### config.mk
export PLATFORM = sky130hd
export DESIGN_NAME = tx_frame_scheduler
export DESIGN_NICKNAME = d
export VERILOG_FILES = /design/src/rtl/tx_frame_scheduler.sv
export SDC_FILE = /design/constraint.sdc
export NUM_CORES = 1
export LEC_CHECK = 0
export BUFFER_PORTS_ARGS = -buffer_cell sky130_fd_sc_hd__buf_2
export CELL_PAD_IN_SITES_DETAIL_PLACEMENT = 1
export CELL_PAD_IN_SITES_GLOBAL_PLACEMENT = 2
export CORE_UTILIZATION = 30
export DETAILED_ROUTE_END_ITERATION = 6
export GPL_TIMING_DRIVEN = 0
export PLACE_DENSITY = 0.81
export REMOVE_ABC_BUFFERS = 1
export SLEW_MARGIN = 40
export SYNTH_ARGS = -nofsm -noshare
export SYNTH_HDL_FRONTEND = slang
export SYNTH_SLANG_ARGS = --single-unit
### constraint.sdc
create_clock -name clk -period 2.7 [get_ports clk]
set_input_delay 0.135 -clock clk [delete_from_list [all_inputs] [get_ports clk]]
set_output_delay 0.135 -clock clk [all_outputs]
set_load 0.02 [all_outputs]
### src/rtl/tx_frame_scheduler.sv
// Frame-level sequencer for the OFDM Tx symbol mapper: drives enable, modulation/spreading
// settings and ready_frame, swapping configuration only on frame boundaries.
module tx_frame_scheduler #(
    parameter int FRAME_SYMS = 50,
    parameter int N_PREAMB   = 2,
    parameter int LEVEL_W    = 12,
    parameter int SYM_THRESH = 96
) (
    input  logic               clk,
    input  logic               rst,
    input  logic               i_cfg_valid,
    output logic               o_cfg_ready,
    input  logic [2:0]         i_cfg_mod,
    input  logic [3:0]         i_cfg_ss,
    input  logic [15:0]        i_cfg_nframes,
    output logic               o_cfg_err,
    input  logic               i_start,
    input  logic               i_stop,
    input  logic [LEVEL_W-1:0] i_buf_level,
    input  logic               i_map_oeop,
    input  logic               i_map_req,
    output logic               o_map_enable,
    output logic [2:0]         o_map_index_M,
    output logic [3:0]         o_map_index_ss,
    output logic               o_map_ready_frame,
    output logic               o_busy,
    output logic [15:0]        o_frame_cnt,
    output logic               o_underrun,
    output logic               o_done
);
    localparam int SYM_W = $clog2(FRAME_SYMS);

    typedef enum logic [2:0] {S_IDLE, S_ARM, S_PREAMB, S_DATA, S_DRAIN} state_t;
    state_t r_state, w_next;

    logic [SYM_W-1:0] r_sym_cnt;
    logic [15:0]      r_frame_cnt, r_nframes, r_shd_nframes;
    logic [2:0]       r_mod, r_shd_mod;
    logic [3:0]       r_ss, r_shd_ss;
    logic             r_shd_full, r_stop_pend, r_map_en, r_rdy, r_underrun, r_done, r_cfg_err;

    logic w_mod_ok, w_cfg_fire, w_sym_end, w_frame_end, w_pre_end, w_buf_ok, w_last_frame, w_go;

    assign w_mod_ok     = (i_cfg_mod == 3'd1) || (i_cfg_mod == 3'd2) ||
                          (i_cfg_mod == 3'd4) || (i_cfg_mod == 3'd6);
    assign w_cfg_fire   = i_cfg_valid && !r_shd_full;
    assign w_sym_end    = i_map_oeop && r_map_en;
    assign w_frame_end  = w_sym_end && (r_sym_cnt == SYM_W'(FRAME_SYMS - 1));
    assign w_pre_end    = w_sym_end && (r_sym_cnt == SYM_W'(N_PREAMB - 1));
    assign w_buf_ok     = i_buf_level >= LEVEL_W'(SYM_THRESH);
    // Compare in 17 bits so a saturated frame counter cannot alias onto nframes.
    assign w_last_frame = (r_nframes != '0) &&
                          (({1'b0, r_frame_cnt} + 17'd1) == {1'b0, r_nframes});
    assign w_go         = (r_state == S_IDLE) && i_start;

    always_comb begin
        w_next = r_state;
        case (r_state)
            S_IDLE:   if (i_start) w_next = S_ARM;
            S_ARM:    if (i_stop) w_next = S_IDLE;
                      else if (w_buf_ok) w_next = S_PREAMB;
            S_PREAMB: if (w_pre_end) w_next = S_DATA;
            S_DATA:   if (w_frame_end)
                          w_next = (r_stop_pend || i_stop || w_last_frame) ? S_DRAIN : S_PREAMB;
            S_DRAIN:  w_next = S_IDLE;
            default:  w_next = S_IDLE;
        endcase
    end

    always_ff @(posedge clk) begin
        if (rst) begin
            r_state       <= S_IDLE;
            r_sym_cnt     <= '0;
            r_frame_cnt   <= '0;
            r_nframes     <= '0;
            r_shd_nframes <= '0;
            r_mod         <= '0;
            r_shd_mod     <= '0;
            r_ss          <= 4'd1;
            r_shd_ss      <= 4'd1;
            r_shd_full    <= 1'b0;
            r_stop_pend   <= 1'b0;
            r_map_en      <= 1'b0;
            r_rdy         <= 1'b0;
            r_underrun    <= 1'b0;
            r_done        <= 1'b0;
            r_cfg_err     <= 1'b0;
        end else begin
            r_state   <= w_next;
            r_map_en  <= (w_next == S_PREAMB) || (w_next == S_DATA);
            r_done    <= (w_next == S_IDLE) && (r_state != S_IDLE);
            r_cfg_err <= w_cfg_fire && !w_mod_ok;

            // ready_frame is latched per symbol: at DATA entry and on every symbol end.
            if (w_next != S_DATA)
                r_rdy <= 1'b0;
            else if (r_state != S_DATA || w_sym_end)
                r_rdy <= w_buf_ok;

            if (w_go) begin
                r_sym_cnt   <= '0;
                r_frame_cnt <= '0;
            end else if (w_frame_end) begin
                r_sym_cnt <= '0;
                if (r_frame_cnt != 16'hFFFF)
                    r_frame_cnt <= r_frame_cnt + 16'd1;
            end else if (w_sym_end) begin
                r_sym_cnt <= r_sym_cnt + SYM_W'(1);
            end

            if (w_next == S_IDLE)
                r_stop_pend <= 1'b0;
            else if (i_stop && r_state != S_IDLE)
                r_stop_pend <= 1'b1;

            if (w_go)
                r_underrun <= 1'b0;
            else if (i_map_req && i_buf_level == '0)
                r_underrun <= 1'b1;

            if (w_cfg_fire && w_mod_ok) begin
                r_shd_full    <= 1'b1;
                r_shd_mod     <= i_cfg_mod;
                r_shd_ss      <= (i_cfg_ss == 4'd0) ? 4'd1 : i_cfg_ss;
                r_shd_nframes <= i_cfg_nframes;
            end else if (r_shd_full && (r_state == S_IDLE || w_frame_end)) begin
                r_shd_full <= 1'b0;
                r_mod      <= r_shd_mod;
                r_ss       <= r_shd_ss;
                r_nframes  <= r_shd_nframes;
            end
        end
    end

    assign o_cfg_ready       = !r_shd_full;
    assign o_cfg_err         = r_cfg_err;
    assign o_map_enable      = r_map_en;
    assign o_map_index_M     = r_mod;
    assign o_map_index_ss    = r_ss;
    assign o_map_ready_frame = r_rdy;
    assign o_busy            = (r_state != S_IDLE);
    assign o_frame_cnt       = r_frame_cnt;
    assign o_underrun        = r_underrun;
    assign o_done            = r_done;

endmodule

# Yosys cells after proc, flatten, opt, wreduce, memory -nomap -nowiden
# Index checks and enable logic that the tools add are counted.
dict set report word_totals {
  ff_bits 78
  input_bits 42
}
dict set report op_classes {
  order_cmp 1
  n_eq_ne 15
  muxes 10
  addsub 3
  n_reduce_logical 35
  bitwise_logic 1
}
# operator n
set op_table {}
lappend op_table {{$mux 3} 6}
lappend op_table {{$add 16x1->17 const B} 1}
lappend op_table {{$eq 17x16->1} 1}
lappend op_table {{$add 16x1->16 const B} 1}
lappend op_table {{$ne 16x16->1 const B} 1}
lappend op_table {{$reduce_bool 16->1} 1}
lappend op_table {{$eq 3x2->1 const B} 5}
lappend op_table {{$ge 12x7->1 const B} 1}
lappend op_table {{$logic_and 1x1->1} 12}
lappend op_table {{$logic_not 12->1} 1}
lappend op_table {{$pmux 3 s4} 1}
lappend op_table {{$logic_or 1x1->1} 8}
lappend op_table {{$add 6x1->6 const B} 1}
lappend op_table {{$eq 3x1->1 const B} 2}
lappend op_table {{$eq 3x3->1 const B} 2}
lappend op_table {{$eq 6x1->1 const B} 1}
lappend op_table {{$eq 6x6->1 const B} 1}
lappend op_table {{$logic_not 3->1} 2}
lappend op_table {{$ne 3x2->1 const B} 2}
lappend op_table {{$reduce_or 2->1} 3}
lappend op_table {{$logic_not 4->1} 1}
lappend op_table {{$mux 4} 1}
lappend op_table {{$reduce_and 2->1} 2}
lappend op_table {{$reduce_bool 3->1} 1}
lappend op_table {{other kinds (5)} 7}

# Logic depth before layout (Yosys ltp)
# Gate-level depths: netlist of the first run.
dict set report logic_depth {
  depth_word 9
  ltp_mapped 9
  depth_no_buf 9
}

# Least setup slack after synthesis of the first run
# OpenSTA, ideal clock, no wires.
dict set report synth_timing {
  kind {reg-to-reg}
  startpoint {reg r_frame_cnt[0], in the netlist o_frame_cnt[0]}
  endpoint {reg r_state[2]}
  arrival_ns 2.349
  setup_ns 0.058
  t_required_ns 2.642
  path_slack_ns 0.293
  path_stages_with_launch 10
  path_cell_list {dfxtp_1 > ha_1 > buf_4 > and4_4 > nand4_4 > or3b_1 > a31oi_1 > o211ai_1 > nor4_2 > o21a_1}
}
dict set report synth_between {
  elab_chain_len 7
}
# element line_no
set synth_rtl {}
lappend synth_rtl {{from (decl)} 37} ;# logic [15:0] r_frame_cnt, r_nframes, r_shd_nframes;
lappend synth_rtl {{from (signal assigned)} 106} ;# r_frame_cnt <= r_frame_cnt + 16'd1;
lappend synth_rtl {{$add 16x1->17} 53} ;# (({1'b0, r_frame_cnt} + 17'd1) == {1'b0, r_nframes});
lappend synth_rtl {{$eq 17x16->1} 53}
lappend synth_rtl {{$logic_and 1x1->1} 52} ;# assign w_last_frame = (r_nframes != '0) &&
lappend synth_rtl {{$logic_or 1x1->1} 64} ;# w_next = (r_stop_pend || i_stop || w_last_frame) ? S_DRAIN : S_PREAMB;
lappend synth_rtl {{$mux 3} 64}
lappend synth_rtl {{$mux 3} 63} ;# S_DATA: if (w_frame_end)
lappend synth_rtl {{$pmux 3 s4} 58} ;# case (r_state)
lappend synth_rtl {{to (signal assigned)} 89} ;# r_state <= w_next;
lappend synth_rtl {{to (decl)} 34} ;# state_t r_state, w_next;
# No other way between the ends.
# A chain may end at the register's enable or synchronous reset.

# Final worst setup path of the first run
dict set report layout_timing {
  startpoint {reg r_frame_cnt[3], in the netlist o_frame_cnt[3]}
  endpoint {reg r_state[2]}
}
# The elaborated chain is that of the path after synthesis.

==> results of run 1 <==
[path summary, 6_finish.rpt]
| path | cells after the start | slack, ps | start | to |
|---|---|---|---|---|
| max | 7 | 190 | o_frame_cnt[3] | r_state[2] |
| min | 3 | 30 | i_cfg_nframes[2] | r_shd_nframes[2] |
| max reg2reg | 7 | 190 | o_frame_cnt[3] | r_state[2] |
| min reg2reg | 2 | 450 | r_shd_nframes[6] | r_shd_nframes[6] |
[cells in the final DEF, fill, tap and decap left out, drive strengths merged, types with 2 or more instances in the layout]
master  count
dfxtp      78
a31oi       4
clkinv      3
nor2       31
and2        4
o21ai      11
o21bai      3
nand3      12
o311ai      2
or3         9
and4        2
nor4        7
xor2       10
buf        75
o21a        2
nand4      10
bufinv      2
xnor2      21
clkbuf     11
a21o        2
or2         4
inv        10
nor3       15
a21oi      64
a211oi      2
ha          3
nor3b       4
mux2i       2
or4         4
nand2     105
[logic make-up after synthesis]
logic type / share of synthesized area
xor+xnor: 0.0765
buf+inv: 0.0539
compound gates: 0.147
fa+ha+maj: 0.0103
mux: 0.00549
flops: 0.428
simple gates: 0.279
[per-stage QoR]
step / std cells / setup WS (ps) / total power (W)
after floorplan: 434 / 241 / 0.00134
after global placement: 648 / -689 / 0.00142
after detailed placement: 649 / -84.0 / 0.00144
after CTS: 665 / 12.4 / 0.00277
after global routing: 668 / 29.3 / 0.00285
final: 668 / 190 / 0.00273
[state kept, by name, summed over array words and instances (netlist names)]
register           cells
o_underrun             1
r_shd_mod              3
r_stop_pend            1
o_cfg_err              1
o_map_index_M          3
r_state                3
o_map_enable           1
o_map_index_ss         4
r_nframes             16
r_shd_ss               4
r_shd_full             1
r_sym_cnt              6
o_frame_cnt           16
o_map_ready_frame      1
r_shd_nframes         16
o_done                 1
[layout make-up]
type	count	area, um2	share of cell area
Inverter	10	37.5	0.00847
Clock buffer	11	243	0.0548
Sequential cell	78	1560	0.353
Tap cell	143	179	0.0404
Timing Repair Buffer	75	395	0.0892
Clock inverter	5	82.6	0.0186
Multi-Input combinational cell	346	1930	0.436
[power groups by stage]
stage | registers [W] | logic, W | clock network, W
after detailed placement | 0.00123 | 0.000204 | 0
final | 0.00121 | 0.000203 | 0.00132
after floorplan | 0.00123 | 0.000105 | 0
after CTS | 0.00121 | 0.000207 | 0.00136
after global routing | 0.00121 | 0.000229 | 0.00141
after global placement | 0.00123 | 0.000193 | 0
[worst max-delay path, cell delays in order (launching register included)]
cell and delay (ps):
dfxtp_1 520, nand3_1 170, or2_1 400, or4_4 490, xnor2_2 140, o211ai_1 170
nor4_4 410, o21a_1 150
[synth_stat cells, drive strengths merged, types with 2 or more instances]
cell    count  area share
nand2     105        0.11
nor4        7       0.014
xnor2      21       0.052
o311ai      2      0.0048
a211oi      2      0.0041
nand3      12       0.016
a31oi       4      0.0069
or4         4      0.0093
dfxtp      78        0.43
o21ai      11       0.015
nand4      10       0.021
inv        10       0.010
or3         9       0.016
ha          3       0.010
and2        4      0.0069
clkbuf     17       0.021
nor2       31       0.032
nor3b       4      0.0082
xor2       10       0.024
o21a        2      0.0041
mux2i       2      0.0055
and4        2      0.0055
buf        10       0.020
a21o        2      0.0041
nor3       15       0.021
a21oi      64       0.088
or2         4      0.0069
o21bai      3      0.0062
[timing repair]
action / in CTS / in global routing
hold buffers: 0 / 0
resized for setup: 2 / 3
endpoints found under the hold margin: 0 / 0
buffers inserted: 0 / 3
pin swaps: 0 / 1
endpoints found under the setup margin: 3 / 15
[layer usage]
layer,GRT usage,share of wire,vias to the layer above
li1,-,-,1706
met1,0.207,0.48,1561
met2,0.254,0.46,55
met3,0.0491,0.045,10
met4,0.0560,0.0084,0
met5,0,0,-
==> summary.txt, run 1 <==
STA
  • Min Clock Period, post-route: 2510 ps
  • Fin. max-slew vios: 0
  • Worst Skew: 5.94 ps
  • Final Setup Violations: 0
  • Setup TNS: 0 ps
  • RSZ-0062 raised after global routing: false
  • Worst slew margin: 0.474
  • Maximum clock frequency: 0.398 GHz
  • Tcrit/Tclk final: 0.929
  • Final Hold Fails: 0
  • Slew @ Worst Pin: 788 ps
  • Hold slack: 30.6 ps

Logic synthesis
  • Avg Synthesized Cell Area: 7.89 um2
  • Number of flops mapped to enable cells by yosys: 0
  • Post-Synthesis Cell Area: 3650 um2
  • Synth Instances: 462
  • Synth Warn #: 0
  • Cell variety after synth: 55
  • Top FF cell, synth: dfxtp_1
  • Post-synthesis sequential area ratio: 0.428
  • FF+latch count, synth: 78
  • Async set-reset flop share out of synthesis: 0

Final layout
  • Ant. Diodes: 0
  • Nets: 565
  • Fin area: 4430 um2
  • Layout cells sized above 1: 0.206
  • Filler Cells Inserted: 1425
  • Core Util, Final: 0.382
  • Layout area overhead: 21.5%

Route
  • Vias: 3332
  • DRT Pass-1 Iters: 6
  • Drt total wl: 9.52 mm
  • Antenna viol nets, final: 0
  • Initial DRC count: 89
  • Post-DR vias/cell: 4.99
  • Routed wire per std cell: 14.3 um
  • # DRC: 3

Critical path
  • WP data arrival: 2790 ps
  • CP endpoint kind: flip-flop
  • Crit-path max FO: 11
  • WS Path Type: reg2reg
  • WP data required: 2990 ps
  • Startpoint Class: flip-flop

Clocking
  • CTS Buf Count: 9
  • CTS sink count: 78
  • Worst-skew pair later-pin latency: 340 ps
  • Worst-path clk slew: 60 ps
  • Max Root-Sink Buffers: 2
  • CTS tree: done
  • CTS root buffer: clkbuf_16
  • CTS H-tree depth: 3

Power
  • IR drop worst, VDD: 229 uV
  • PD cells: 616 nW/um2
  • Pleak: 1.66 nW
  • Clock share of power: 0.484
  • Part of the power in registers: 0.441
  • Pint: 0.00210 W
  • P_sw: 0.000636 W
  • Switching share of total power: 0.233
  • Comb pwr share: 0.074

Die
  • IO Pins: 72
  • Placement row count: 39
  • Die X-Extent: 112 um
  • Starting density of the core: 0.314
  • Die height: 112 um
  • Die area: 12600 um2
  • Core Region: 11600 um2

Place
  • RD Place Congestion: 0.755
  • DP Wirelength: 6.69 mm
  • Port bufs: 71
  • DP Area: 4060 um2

GRT
  • Grt ovf: 0
  • Largest net degree at the start of global routing: 55
  • First-pass GRT wire length: 16.1 mm
  • Initial antenna violation count: 0
  • Tot GR Track Use: 0.161
  • Via count of the first global-routing pass: 3309

Flow run
  • Max Cap Violations: 0

Run status
  • Outcome: complete, but fails checks
  • Failing checks: design-rule violations

Worst hold path
  • Hold crit path type: in2reg
Note: power is estimated with default switching activity, not from simulation.
==> run 2: changes to the inputs <==
Settings changed: CORE_MARGIN set to 3.
==> run 2 against run 1 <==
  * Design area decreased by 0.79%
  * Routed wire length increased by 3.5%
  * Largest cell class unchanged
  * Clock power decreased by 9%
  * Register-to-register slack got worse by 20 ps
  * First-iteration DRC count increased by 46%
  * The flow now finishes without violations
  * Worst setup slack got worse by 23 ps
  * Combinational power about the same
  * Die area increased by 7.3%
  * Clock skew decreased by 0.65 ps
  * Critical path depth unchanged
==> summary.txt, run 2 (synthesized netlist as in run 1, its figures left out) <==
Run status
  • Outcome: completed

Power
  • Pint: 0.00199 W (-4.9%)
  • IR drop worst, VDD: 256 uV (+12%)
  • Switching share of total power: 0.236 (+0.00303)
  • Clock share of power: 0.460 (-0.024)
  • Pleak: 1.64 nW (-1.2%)
  • Comb pwr share: 0.078 (+0.004)
  • P_sw: 0.000614 W (-3.3%)
  • Part of the power in registers: 0.463 (+0.022)
  • PD cells: 593 nW/um2 (-3.8%)

Flow run
  • Max Cap Violations: 0 (unchanged)

Die
  • Die X-Extent: 116 um (+3.6%)
  • Core Region: 11700 um2 (+0.42%)
  • IO Pins: 72 (unchanged)
  • Placement row count: 39 (unchanged)
  • Die height: 116 um (+3.6%)
  • Starting density of the core: 0.313 (-0.00131)
  • Die area: 13500 um2 (+7.3%)

Final layout
  • Layout cells sized above 1: 0.203 (-0.00304)
  • Most common cell after layout, fill and taps aside: nand2_1
  • Fin area: 4400 um2 (-0.79%)
  • Ant. Diodes: 0 (unchanged)
  • Layout area overhead: 20.6%
  • Core Util, Final: 0.377 (-0.00460)
  • Filler Cells Inserted: 1432 (+0.49%)
  • Nets: 564 (-0.18%)
  • Most frequent cells in the layout: nand2_1 (103), dfxtp_1 (76), buf_2 (70)

Place
  • Worst slack at placement: -133 ps (-48.7 ps)
  • DP Area: 4060 um2 (about the same)
  • Port bufs: 71 (unchanged)
  • DP Wirelength: 6.96 mm (+4.0%)
  • RD Place Congestion: 0.747 (-1.0%)

Clocking
  • Worst-path clk slew: 60 ps (about the same)
  • CTS tree: done
  • CTS sink count: 78 (unchanged)
  • CTS H-tree depth: 3 (unchanged)
  • CTS Buf Count: 9 (unchanged)
  • Max Root-Sink Buffers: 2 (unchanged)
  • Worst-skew pair later-pin latency: 330 ps (about the same)
  • CTS root buffer: clkbuf_16

STA
  • Hold slack: 39.8 ps (+9.22 ps)
  • Worst Skew: 5.29 ps (-0.653 ps)
  • Worst slew margin: 0.547 (+0.0727)
  • Worst Setup Slack, final: 167 ps (-23.4 ps)
  • Min Clock Period, post-route: 2530 ps (+23.4 ps)
  • Fin. max-slew vios: 0 (unchanged)
  • Setup TNS: 0 ps (unchanged)
  • Maximum clock frequency: 0.395 GHz (-0.92%)
  • Final Hold Fails: 0 (unchanged)
  • Tcrit/Tclk final: 0.938 (+0.00866)
  • Final Setup Violations: 0 (unchanged)
  • RSZ-0062 raised after global routing: false
  • Slew @ Worst Pin: 680 ps (-109 ps)

Route
  • Post-DR vias/cell: 5.02 (+0.57%)
  • Vias: 3341 (+0.27%)
  • Initial DRC count: 130 (+46%)
  • Routed wire per std cell: 14.8 um (+3.8%)
  • Metal2 WL: 4.76 mm (+7.7%)
  • # DRC: 0 (-3)
  • Top layer in use: met4
  • Met3 WL: 395 um (-7.3%)
  • Antenna viol nets, final: 0 (unchanged)
  • DRT Pass-1 Iters: 4 (-2)
  • Drt total wl: 9.85 mm (+3.5%)
  • Metal-1 WL: 4.60 mm (unchanged)

GRT
  • First-pass GRT wire length: 16.5 mm (+2.0%)
  • Grt ovf: 0 (unchanged)
  • Via count of the first global-routing pass: 3434 (+3.8%)
  • Largest net degree at the start of global routing: 55 (unchanged)
  • Tot GR Track Use: 0.154 (-0.00701)
  • Initial antenna violation count: 0 (unchanged)

Critical path
  • Crit-path max FO: 11 (unchanged)
  • WP data arrival: 2810 ps (+20 ps)
  • WP data required: 2980 ps (about the same)
  • Startpoint Class: flip-flop
  • CP endpoint kind: flip-flop
  • WS Path Type: reg2reg

Worst hold path
  • Hold crit path type: in2reg
## run 2: final timing paths
kind | start | end | slack [ps] | depth (start not counted)
max | o_frame_cnt[3] | r_state[2] | 170 | 7
min | i_cfg_nframes[3] | r_shd_nframes[3] | 40 | 3
max reg2reg | o_frame_cnt[3] | r_state[2] | 170 | 7
min reg2reg | r_shd_nframes[5] | r_nframes[5] | 450 | 2
## run 2: power groups by stage
stage / sequential [W] / combinational [W] / clock (W)
6_report: 0.00121 / 0.000203 / 0.00120
5_1_grt: 0.00121 / 0.000232 / 0.00130
4_1_cts: 0.00121 / 0.000208 / 0.00123
3_5_place_dp: 0.00123 / 0.000205 / 0
3_3_place_gp: 0.00123 / 0.000194 / 0
2_1_floorplan: 0.00123 / 0.000105 / 0
## run 2: critical path: stages, from the launching register on
cell	delay [ps]
dfxtp_1	520
nand3_1	180
or2_1	400
or4_4	490
xnor2_2	140
o211ai_1	180
nor4_4	420
o21a_1	150
## run 2: timing repair
| action | in CTS | in global routing |
|---|---|---|
| gates cloned | 0 | 0 |
| endpoints found under the hold margin | 0 | 0 |
| resized for setup | 4 | 2 |
| hold buffers | 0 | 0 |
| pin swaps | 0 | 1 |
| setup buffers | 0 | 2 |
| setup endpoints to repair | 5 | 12 |
## run 2: area by class of cell
cell class,instances,area (um2),share of cell area
clock buffer,11,243,0.0552
multi-input combinational,346,1940,0.441
tap,143,179,0.0407
sequential,78,1560,0.356
timing repair buffer,74,388,0.0882
inverter,10,37.5,0.00853
clock inverter,4,47.5,0.0108
## run 2: metal layers
metal,GRT usage,vias to the layer above
li1,-,1697
met1,0.195,1592
met2,0.258,46
met3,0.0394,6
met4,0.0456,0
met5,0,-
## run 2: metrics by stage
stage / instances / total power, W
floorplan: 434 / 0.00134
global placement: 648 / 0.00142
detailed placement: 649 / 0.00143
CTS: 664 / 0.00265
global route: 666 / 0.00274
finish: 666 / 0.00261
==> run 3: changes to the inputs <==
Settings changed: CELL_PAD_IN_SITES_DETAIL_PLACEMENT 1 to 0.
==> run 3 against run 2 <==
  * First-iteration DRC count fell by 8.5%
  * Sequential power about the same
  * Clock skew rose by 3.5 ps
  * Via count shrank 4.7%
  * Die area stayed put
  * Register-to-register slack about the same
  * Flip-flop and latch count stayed put
  * Total power down 1.7%
  * Sequential share of layout area increased by 0.15 points
  * Core utilization shrank 0.16 points
  * Critical path depth rose by 1
  * Maximum frequency down 0.12%
==> summary.txt, run 3 (synthesized netlist as in run 1, its figures left out) <==
Critical path
  • WP data arrival: 2820 ps (about the same)
  • Critical Path Stages: 8 (+1)
  • Crit. Startpoint: o_frame_cnt[1]
  • WS Path Type: reg2reg
  • Critical-path top delay cell: dfxtp_1
  • Crit-path max FO: 8 (-3)
  • Startpoint Class: flip-flop
  • CP endpoint kind: flip-flop
  • Worst R2R Start: o_frame_cnt[1]
  • WP data required: 2980 ps (about the same)
  • R2R depth: 8 (+1)
  • CP peak stage delay: 430 ps (-90 ps)
  • Family with the most delay on the worst path: simple AND/OR/NAND/NOR gates
  • Critical-path cell list: ha_2 -> nand4_1 -> or3_1 -> a31o_2 -> o22ai_1 -> o211ai_1 -> nor4_4 -> o21a_1
  • Critical path buffers and inverters: 0 (unchanged)

Place
  • Port bufs: 71 (unchanged)
  • Worst slack at placement: -95.2 ps (+37.4 ps)
  • DP Wirelength: 6.30 mm (-9.5%)
  • RD Place Congestion: 0.747 (unchanged)

GRT
  • Largest net degree at the start of global routing: 55 (unchanged)
  • Initial antenna violation count: 0 (unchanged)
  • Grt ovf: 0 (unchanged)
  • Tot GR Track Use: 0.137 (-0.0169)
  • Via count of the first global-routing pass: 2969 (-14%)
  • First-pass GRT wire length: 14.7 mm (-11%)

Clocking
  • Worst-skew pair later-pin latency: 340 ps (about the same)
  • Worst-path clk slew: 70 ps (about the same)
  • # hold bufs at CTS: 0 (unchanged)
  • CTS H-tree depth: 3 (unchanged)
  • CTS tree: done
  • CTS root buffer: clkbuf_16
  • CTS sink count: 78 (unchanged)
  • Max Root-Sink Buffers: 2 (unchanged)
  • CTS Buf Count: 9 (unchanged)

Route
  • Post-DR vias/cell: 4.77 (-5.0%)
  • Vias: 3185 (-4.7%)
  • Routed wire per std cell: 13.5 um (-8.8%)
  • Drt total wl: 9.01 mm (-8.5%)
  • DRT Pass-1 Iters: 6 (+2)
  • # DRC: 0 (unchanged)
  • Initial DRC count: 119 (-8.5%)
  • Antenna viol nets, final: 0 (unchanged)

Die
  • Starting density of the core: 0.313 (unchanged)
  • Die area: 13500 um2 (unchanged)
  • Die height: 116 um (unchanged)
  • IO Pins: 72 (unchanged)
  • Die X-Extent: 116 um (unchanged)
  • Core Region: 11700 um2 (unchanged)
  • Placement row count: 39 (unchanged)

STA
  • Final Hold Fails: 0 (unchanged)
  • Hold slack: 27.7 ps (-12.1 ps)
  • Worst Setup Slack, final: 164 ps (-3.02 ps)
  • Min Clock Period, post-route: 2540 ps (+3.01 ps)
  • Setup TNS: 0 ps (unchanged)
  • Tcrit/Tclk final: 0.939 (+0.00112)
  • Maximum clock frequency: 0.394 GHz (-0.12%)
  • RSZ-0062 raised after global routing: false
  • Worst slew margin: 0.461 (-0.0857)
  • Slew @ Worst Pin: 808 ps (+128 ps)
  • Worst Skew: 8.76 ps (+3.48 ps)
  • Fin. max-slew vios: 0 (unchanged)
  • Final Setup Violations: 0 (unchanged)

Final layout
  • Most frequent cells in the layout: nand2_1 (103), dfxtp_1 (76), buf_2 (70)
  • Filler Cells Inserted: 1269 (-11%)
  • Most common cell after layout, fill and taps aside: nand2_1
  • Core Util, Final: 0.375 (-0.00161)
  • Layout area overhead: 20.1%
  • Ant. Diodes: 0 (unchanged)
  • Layout cells sized above 1: 0.208 (+0.00494)
  • Nets: 565 (+0.18%)

Flow run
  • Max Cap Violations: 0 (unchanged)

Power
  • IR drop worst, VDD: 270 uV (+5.7%)
  • PD cells: 585 nW/um2 (-1.3%)
  • Pleak: 1.63 nW (-0.21%)

Run status
  • Outcome: completed

Worst hold path
  • HP Start: i_cfg_nframes[8]
  • Hold crit path type: in2reg
  • Min-Delay Path Depth: 3 (unchanged)
==> run 3: area by class of cell <==
cell class	count	area [um2]	share of cell area
flip-flops and latches	78	1560	0.357
multi-input cells	346	1920	0.439
clock inverters	7	56.3	0.0129
inverters	10	37.5	0.00857
well taps	143	179	0.0409
clock buffers	9	225	0.0514
repair buffers	75	395	0.0903
==> run 3: path summary, 6_finish.rpt <==
check                     end  slack, ps
max                r_state[2]        160
min          r_shd_nframes[8]         30
max reg2reg        r_state[2]        160
min reg2reg      r_nframes[3]        450
==> run 3: through the flow <==
step	power, W	area (um2)	cells
floorplan	0.00134	3490	434
global placement	0.00142	4020	648
detailed placement	0.00143	4060	649
CTS	0.00260	4350	665
global route	0.00268	4380	668
finish	0.00256	4380	668
==> run 3: where the power goes <==
part	switching (W)	internal (W)	leakage (nW)
combinational	0.000125	0.0000743	0.862
sequential	0.0000201	0.00118	0.633
clock	0.000526	0.000632	0.136
total	0.000671	0.00189	1.63
==> run 3: worst min-delay path, cell delays in order <==
cell and delay [ps]:
buf_2 90, nand2_1 40, a21oi_1 50
==> run 3: timing repair <==
action / CTS / global route
endpoints found under the setup margin: 3 / 15
pin swaps: 0 / 1
buffers inserted: 0 / 3
resized for setup: 2 / 2
==> run 3: per-layer routing <==
layer,vias up,global-route usage,wire [um]
li1,1699,-,-
met1,1423,0.179,4320
met2,52,0.218,4140
met3,11,0.0404,410
met4,0,0.0418,134
met5,-,0,0
